`config.mk`:
```
export PLATFORM = sky130hd
export DESIGN_NAME = tt_um_monishvr_fifo_master
export DESIGN_NICKNAME = d
export VERILOG_FILES = /design/src/rtl/tt_um_monishvr_fifo_master.sv
export SDC_FILE = /design/constraint.sdc
export NUM_CORES = 1
export LEC_CHECK = 0
export CORE_ASPECT_RATIO = 1.75
export CORE_MARGIN = 10
export CORE_UTILIZATION = 48
export DETAILED_ROUTE_END_ITERATION = 6
export HOLD_SLACK_MARGIN = 0.05
export PLACE_DENSITY_LB_ADDON = 0.25
export SYNTH_ARGS = -nofsm -noshare
export SYNTH_HDL_FRONTEND = slang
export SYNTH_SLANG_ARGS = --single-unit
```
`constraint.sdc`:
```
create_clock -name clk -period 2.1 [get_ports clk]
set_input_delay 0.21 -clock clk [delete_from_list [all_inputs] [get_ports clk]]
set_output_delay 0.21 -clock clk [all_outputs]
set_load 0.05 [all_outputs]
```
`src/rtl/tt_um_monishvr_fifo_master.sv`:
```
// Traffic master for the 4-bit TinyTapeout FIFO: writes an incrementing pattern, reads it back,
// checks every word and reports busy plus a sticky error flag.
module tt_um_monishvr_fifo_master #(
    parameter int unsigned TIMEOUT = 15
) (
    input  logic       clk,
    input  logic       rst_n,
    input  logic       ena,
    input  logic [7:0] ui_in,
    output logic [7:0] uo_out,
    input  logic [7:0] uio_in,
    output logic [7:0] uio_out,
    output logic [7:0] uio_oe
);

    localparam logic [3:0] TimeoutCnt = 4'(TIMEOUT);

    typedef enum logic [2:0] {
        StIdle  = 3'd0,
        StWrChk = 3'd1,
        StWrStb = 3'd2,
        StWrGap = 3'd3,
        StRdChk = 3'd4,
        StRdStb = 3'd5,
        StRdCap = 3'd6
    } state_e;

    state_e     state_q, state_d;
    logic [3:0] wcnt_q, wcnt_d;
    logic [3:0] rcnt_q, rcnt_d;
    logic [3:0] remaining_q, remaining_d;
    logic [3:0] tcnt_q, tcnt_d;
    logic       err_q, err_d;
    logic [3:0] last_rdata_q, last_rdata_d;
    logic       start_wr_prev_q, start_rd_prev_q;

    logic       fifo_full, fifo_empty;
    logic [3:0] fifo_rdata;
    logic       start_wr, start_rd;
    logic       wr_edge, rd_edge;
    logic [3:0] len_words;
    logic [3:0] tcnt_inc;
    logic       unused;

    assign fifo_full  = ui_in[0];
    assign fifo_empty = ui_in[1];
    assign fifo_rdata = ui_in[5:2];
    assign start_wr   = uio_in[0];
    assign start_rd   = uio_in[1];
    assign wr_edge    = start_wr & ~start_wr_prev_q;
    assign rd_edge    = start_rd & ~start_rd_prev_q;
    assign tcnt_inc   = tcnt_q + 4'd1;
    assign unused     = ^{ena, ui_in[7:6], uio_in[7:4]};

    always_comb begin
        unique case (uio_in[3:2])
            2'b00:   len_words = 4'd1;
            2'b01:   len_words = 4'd2;
            2'b10:   len_words = 4'd4;
            default: len_words = 4'd8;
        endcase
    end

    always_comb begin
        state_d      = state_q;
        wcnt_d       = wcnt_q;
        rcnt_d       = rcnt_q;
        remaining_d  = remaining_q;
        tcnt_d       = 4'd0;
        err_d        = err_q;
        last_rdata_d = last_rdata_q;

        unique case (state_q)
            StIdle: begin
                // Write wins over a simultaneous read edge.
                if (wr_edge) begin
                    state_d     = StWrChk;
                    remaining_d = len_words;
                end else if (rd_edge) begin
                    state_d     = StRdChk;
                    remaining_d = len_words;
                end
            end
            StWrChk: begin
                if (!fifo_full) begin
                    state_d = StWrStb;
                end else if (tcnt_inc == TimeoutCnt) begin
                    err_d       = 1'b1;
                    remaining_d = 4'd0;
                    state_d     = StIdle;
                end else begin
                    tcnt_d = tcnt_inc;
                end
            end
            StWrStb: begin
                wcnt_d      = wcnt_q + 4'd1;
                remaining_d = remaining_q - 4'd1;
                state_d     = StWrGap;
            end
            StWrGap: begin
                state_d = (remaining_q == 4'd0) ? StIdle : StWrChk;
            end
            StRdChk: begin
                if (!fifo_empty) begin
                    state_d = StRdStb;
                end else if (tcnt_inc == TimeoutCnt) begin
                    err_d       = 1'b1;
                    remaining_d = 4'd0;
                    state_d     = StIdle;
                end else begin
                    tcnt_d = tcnt_inc;
                end
            end
            StRdStb: begin
                state_d = StRdCap;
            end
            StRdCap: begin
                last_rdata_d = fifo_rdata;
                if (fifo_rdata != rcnt_q) begin
                    err_d = 1'b1;
                end
                rcnt_d      = rcnt_q + 4'd1;
                remaining_d = remaining_q - 4'd1;
                state_d     = (remaining_q == 4'd1) ? StIdle : StRdChk;
            end
            default: begin
                state_d = StIdle;
            end
        endcase
    end

    always_ff @(posedge clk) begin
        if (!rst_n) begin
            state_q         <= StIdle;
            wcnt_q          <= 4'd0;
            rcnt_q          <= 4'd0;
            remaining_q     <= 4'd0;
            tcnt_q          <= 4'd0;
            err_q           <= 1'b0;
            last_rdata_q    <= 4'd0;
            start_wr_prev_q <= 1'b0;
            start_rd_prev_q <= 1'b0;
        end else begin
            state_q         <= state_d;
            wcnt_q          <= wcnt_d;
            rcnt_q          <= rcnt_d;
            remaining_q     <= remaining_d;
            tcnt_q          <= tcnt_d;
            err_q           <= err_d;
            last_rdata_q    <= last_rdata_d;
            start_wr_prev_q <= start_wr;
            start_rd_prev_q <= start_rd;
        end
    end

    // Outputs depend on registers only.
    assign uo_out  = {wcnt_q, (state_q == StRdStb), (state_q == StWrStb), err_q,
                      (state_q != StIdle)};
    assign uio_out = {last_rdata_q, 4'b0000};
    assign uio_oe  = 8'hF0;

endmodule
```
==> impl_metrics.prom <==
# TYPE chip_impl_metric gauge
chip_impl_info{name="outcome",value="finished, final reports clean"} 1
chip_impl_metric{name="route.met3.wl",unit="um"} 162
chip_impl_metric{name="postCtsHoldBufs",unit=""} 0
chip_impl_info{name="path_class",value="reg -> out"} 1
chip_impl_metric{name="core_area",unit="um2"} 3140
chip_impl_info{name="highest_layer",value="met4"} 1
chip_impl_metric{name="placement_rows",unit=""} 27
chip_impl_metric{name="power-per-cell-area",unit="nW/um2"} 711
chip_impl_metric{name="drv_cap",unit=""} 0
chip_impl_metric{name="syn_to_final_growth",unit="%"} 17.9
chip_impl_metric{name="die_w",unit="um"} 63.3
chip_impl_metric{name="filler_cell_count",unit=""} 323
chip_impl_metric{name="clk_pin_slew_worst_setup_hold_paths",unit="ns"} 0.09
chip_impl_metric{name="worst_pin_slew",unit="ns"} 0.559
chip_impl_metric{name="final-hold-violation-count",unit=""} 0
chip_impl_metric{name="drive_above_1_share",unit="%"} 7.11
chip_impl_metric{name="yosys.cell_types.count",unit=""} 45
chip_impl_metric{name="worst_ep_required_time",unit="ns"} 1.89
chip_impl_info{name="crit_family",value="simple AND/OR/NAND/NOR gates"} 1
chip_impl_metric{name="detail-route-antenna-nets",unit=""} 0
chip_impl_metric{name="worst_skew_pair.late_latency",unit="ns"} 0.26
chip_impl_metric{name="drcViolationCount",unit=""} 0
chip_impl_metric{name="cts-htree-levels",unit=""} 1
chip_impl_metric{name="multi_input_comb_area",unit="um2"} 913
chip_impl_metric{name="ys_seq_elements",unit=""} 26
chip_impl_metric{name="post_synth_instance_area",unit="um2"} 1570
chip_impl_metric{name="final.setup.tns",unit="ns"} 0
chip_impl_metric{name="timing.critical_path.arrival",unit="ns"} 1.58
chip_impl_metric{name="clk_path_buf_depth",unit=""} 2
chip_impl_metric{name="via_density",unit=""} 5.44
chip_impl_metric{name="n_antenna_cell",unit=""} 0
chip_impl_info{name="cp_cell_sequence",value="or2b_2, nor2_4, buf_12"} 1
chip_impl_metric{name="synth_enable_flop_cells",unit=""} 0
chip_impl_metric{name="final_setup_fails",unit=""} 0
chip_impl_metric{name="share_of_the_yosys_chip_area_belonging_to_registers",unit="%"} 33.1
chip_impl_metric{name="io_buffer_count",unit=""} 23
chip_impl_metric{name="achievable-frequency",unit="GHz"} 0.558
chip_impl_metric{name="post-route-min-period",unit="ns"} 1.79
chip_impl_metric{name="layout_worst_path_cycle_share",unit="%"} 85.3
chip_impl_info{name="slowest_stage",value="sky130_fd_sc_hd__dfxtp_1"} 1
chip_impl_metric{name="p_leak",unit="nW"} 0.703
chip_impl_metric{name="crit_path_max_fanout",unit=""} 16
chip_impl_metric{name="die-area",unit="um2"} 6060
chip_impl_info{name="clockRootBuffer",value="sky130_fd_sc_hd__clkbuf_8"} 1
chip_impl_metric{name="via_count",unit=""} 1381
chip_impl_metric{name="net_total_in_the_final_layout",unit=""} 237
chip_impl_metric{name="worst_setup_skew_after_layout",unit="ns"} 0.00506
chip_impl_metric{name="critical-path-max-stage-delay",unit="ns"} 0.48
chip_impl_metric{name="grt_antenna_before_repair",unit=""} 0
chip_impl_info{name="synth-main-ff-cell",value="sky130_fd_sc_hd__dfxtp_1"} 1
chip_impl_metric{name="worst_ir_drop_vdd",unit="mV"} 0.516
chip_impl_metric{name="place_congestion",unit=""} 0.870
chip_impl_metric{name="grt_start_max_net_pins",unit=""} 17
chip_impl_metric{name="routed-wl-met2",unit="um"} 2100
chip_impl_metric{name="syn_avg_cell_area",unit="um2"} 8.19
chip_impl_metric{name="final_wirelength",unit="um"} 3600
chip_impl_metric{name="report.final.slew_viol_count",unit=""} 0
chip_impl_info{name="most-common-layout-cells",value="sky130_fd_sc_hd__dfxtp_1, sky130_fd_sc_hd__clkdlybuf4s50_1, sky130_fd_sc_hd__nand2_1"} 1
chip_impl_info{name="unrepaired_setup_endpoints_after_global_routing",value="no"} 1
chip_impl_metric{name="floorplan.initialDensity",unit="%"} 50.1
chip_impl_metric{name="detail_route.first_pass.iterations",unit=""} 5
chip_impl_metric{name="regArea",unit="um2"} 520
chip_impl_metric{name="timing.max_slew.rel_slack",unit="%"} 62.6
chip_impl_metric{name="worst_path_bufs_invs",unit=""} 1
chip_impl_metric{name="ioPinCount",unit=""} 43
chip_impl_metric{name="grt_util_all_layers",unit="%"} 11.9
chip_impl_metric{name="grt_first_pass_wirelength",unit="um"} 6070
chip_impl_metric{name="clock_sinks",unit=""} 26
chip_impl_metric{name="fin_worst_setup_slack",unit="ns"} 0.308
chip_impl_metric{name="async_reset_ff_share",unit="%"} 0
chip_impl_info{name="holdCritPathClass",value="reg -> reg"} 1
chip_impl_metric{name="detailedPlacementHpwl",unit="um"} 2940
chip_impl_info{name="worst_setup_path_end_kind",value="output port"} 1
chip_impl_metric{name="wl_met1",unit="um"} 1260
chip_impl_metric{name="fp.dieH",unit="um"} 95.7
chip_impl_info{name="layout_commonest_cell",value="sky130_fd_sc_hd__dfxtp_1"} 1
chip_impl_metric{name="dr.first_iter.drc_count",unit=""} 34
chip_impl_metric{name="vias_in_the_first_global_route",unit=""} 1376
chip_impl_metric{name="synth_cells",unit=""} 192
chip_impl_metric{name="synthesis.yosys.warnings",unit=""} 0
chip_impl_metric{name="cts.repair.resized",unit=""} 0
chip_impl_metric{name="wl_per_cell",unit="um"} 14.2
chip_impl_info{name="worstSetupStartpointType",value="flip-flop"} 1
chip_impl_metric{name="pre_cts_slack",unit="ns"} 0.298
chip_impl_metric{name="global_route.overflow_total",unit=""} 0
chip_impl_metric{name="post-cts-setup-buffer-count",unit=""} 0
chip_impl_info{name="tritoncts",value="yes"} 1
chip_impl_metric{name="numCtsBuffers",unit=""} 3
cells by family (layout without fill, tap and decap cells):
| logic type | Yosys count | after routing | share of synthesized area (%) |
|---|---|---|---|
| adders and majority gates | 6 | 6 | 4.77 |
| muxes | 1 | 1 | 0.636 |
| and+or+nand+nor | 74 | 74 | 24.6 |
| xor gates and xnor gates | 13 | 13 | 7.24 |
| buffers and inverters | 30 | 39 | 11.2 |
| other | 2 | 12 | 0.478 |
| AOI/OAI and AO/OA | 40 | 40 | 18.0 |
| DFF | 26 | 26 | 33.1 |
metrics by stage:
stage / instances / hold WS (ns) / util, % / instance area [um2] / power [mW]
floorplan: 202 / 0.332 / - / 1610 / 0.848
global placement: 250 / 0.457 / 56.8 / 1780 / 0.915
detailed placement: 250 / 0.463 / 56.8 / 1780 / 0.924
CTS: 254 / 0.476 / 59.0 / 1850 / 1.33
global route: 254 / 0.510 / 59.0 / 1850 / 1.38
finish: 254 / 0.471 / 59.0 / 1850 / 1.32
power breakdown:
part | switching [mW] | internal, mW
combinational | 0.231 | 0.133
sequential | 0.0346 | 0.517
clock | 0.149 | 0.255
total | 0.414 | 0.905
Yosys cell counts (all sizes together) (3+ instances only):
cell     n  area [um2]
dfxtp   26         521
nand2   19        76.3
buf     18         131
nand3   13        65.1
nor2    13        56.3
xnor2   11        96.3
o21ai    9        45.0
a21boi   8        60.1
and2     8        50.1
inv      8        30.0
ha       6        75.1
nand2b   5        31.3
a21oi    4        20.0
clkbuf   4        15.0
nor4     3        18.8
o32ai    3        26.3
worst paths after layout:
check	startpoint	endpoint	slack, ns	depth (start not counted)
worst max-delay path	state_q[0]	uo_out[2]	0.31	3
worst min-delay path	last_rdata_q[3]	last_rdata_q[3]	0.47	2
worst max register to register	state_q[0]	remaining_q[2]	0.32	5
worst min register to register	last_rdata_q[3]	last_rdata_q[3]	0.47	2
registers in the layout, indices dropped and copies added, names as in the netlist:
register	cells
wcnt_q	4
last_rdata_q	4
remaining_q	4
start_rd_prev_q	1
tcnt_q	4
start_wr_prev_q	1
state_q	3
err_q	1
rcnt_q	4
layer usage:
layer,GRT usage (%),up-vias
met4,4.58,0
met2,25.2,40
met1,10.3,656
met3,2.67,11
li1,-,674
met5,0,-
cell type report:
class / count / share of cell area, %
Clock buffer: 3 / 2.23
Clock inverter: 1 / 1.62
Inverter: 8 / 1.62
Multi-Input combinational cell: 146 / 49.3
Sequential cell: 26 / 28.1
Tap cell: 43 / 2.90
Timing Repair Buffer: 27 / 14.3
worst reg2reg max path, stage by stage (launching register included):
cell	delay, ns
sky130_fd_sc_hd__dfxtp_1	0.66
sky130_fd_sc_hd__xnor2_1	0.20
sky130_fd_sc_hd__nor2_1	0.12
sky130_fd_sc_hd__o211a_1	0.17
sky130_fd_sc_hd__o311a_1	0.36
sky130_fd_sc_hd__a31o_1	0.18
Note: power is estimated with default switching activity, not from simulation.
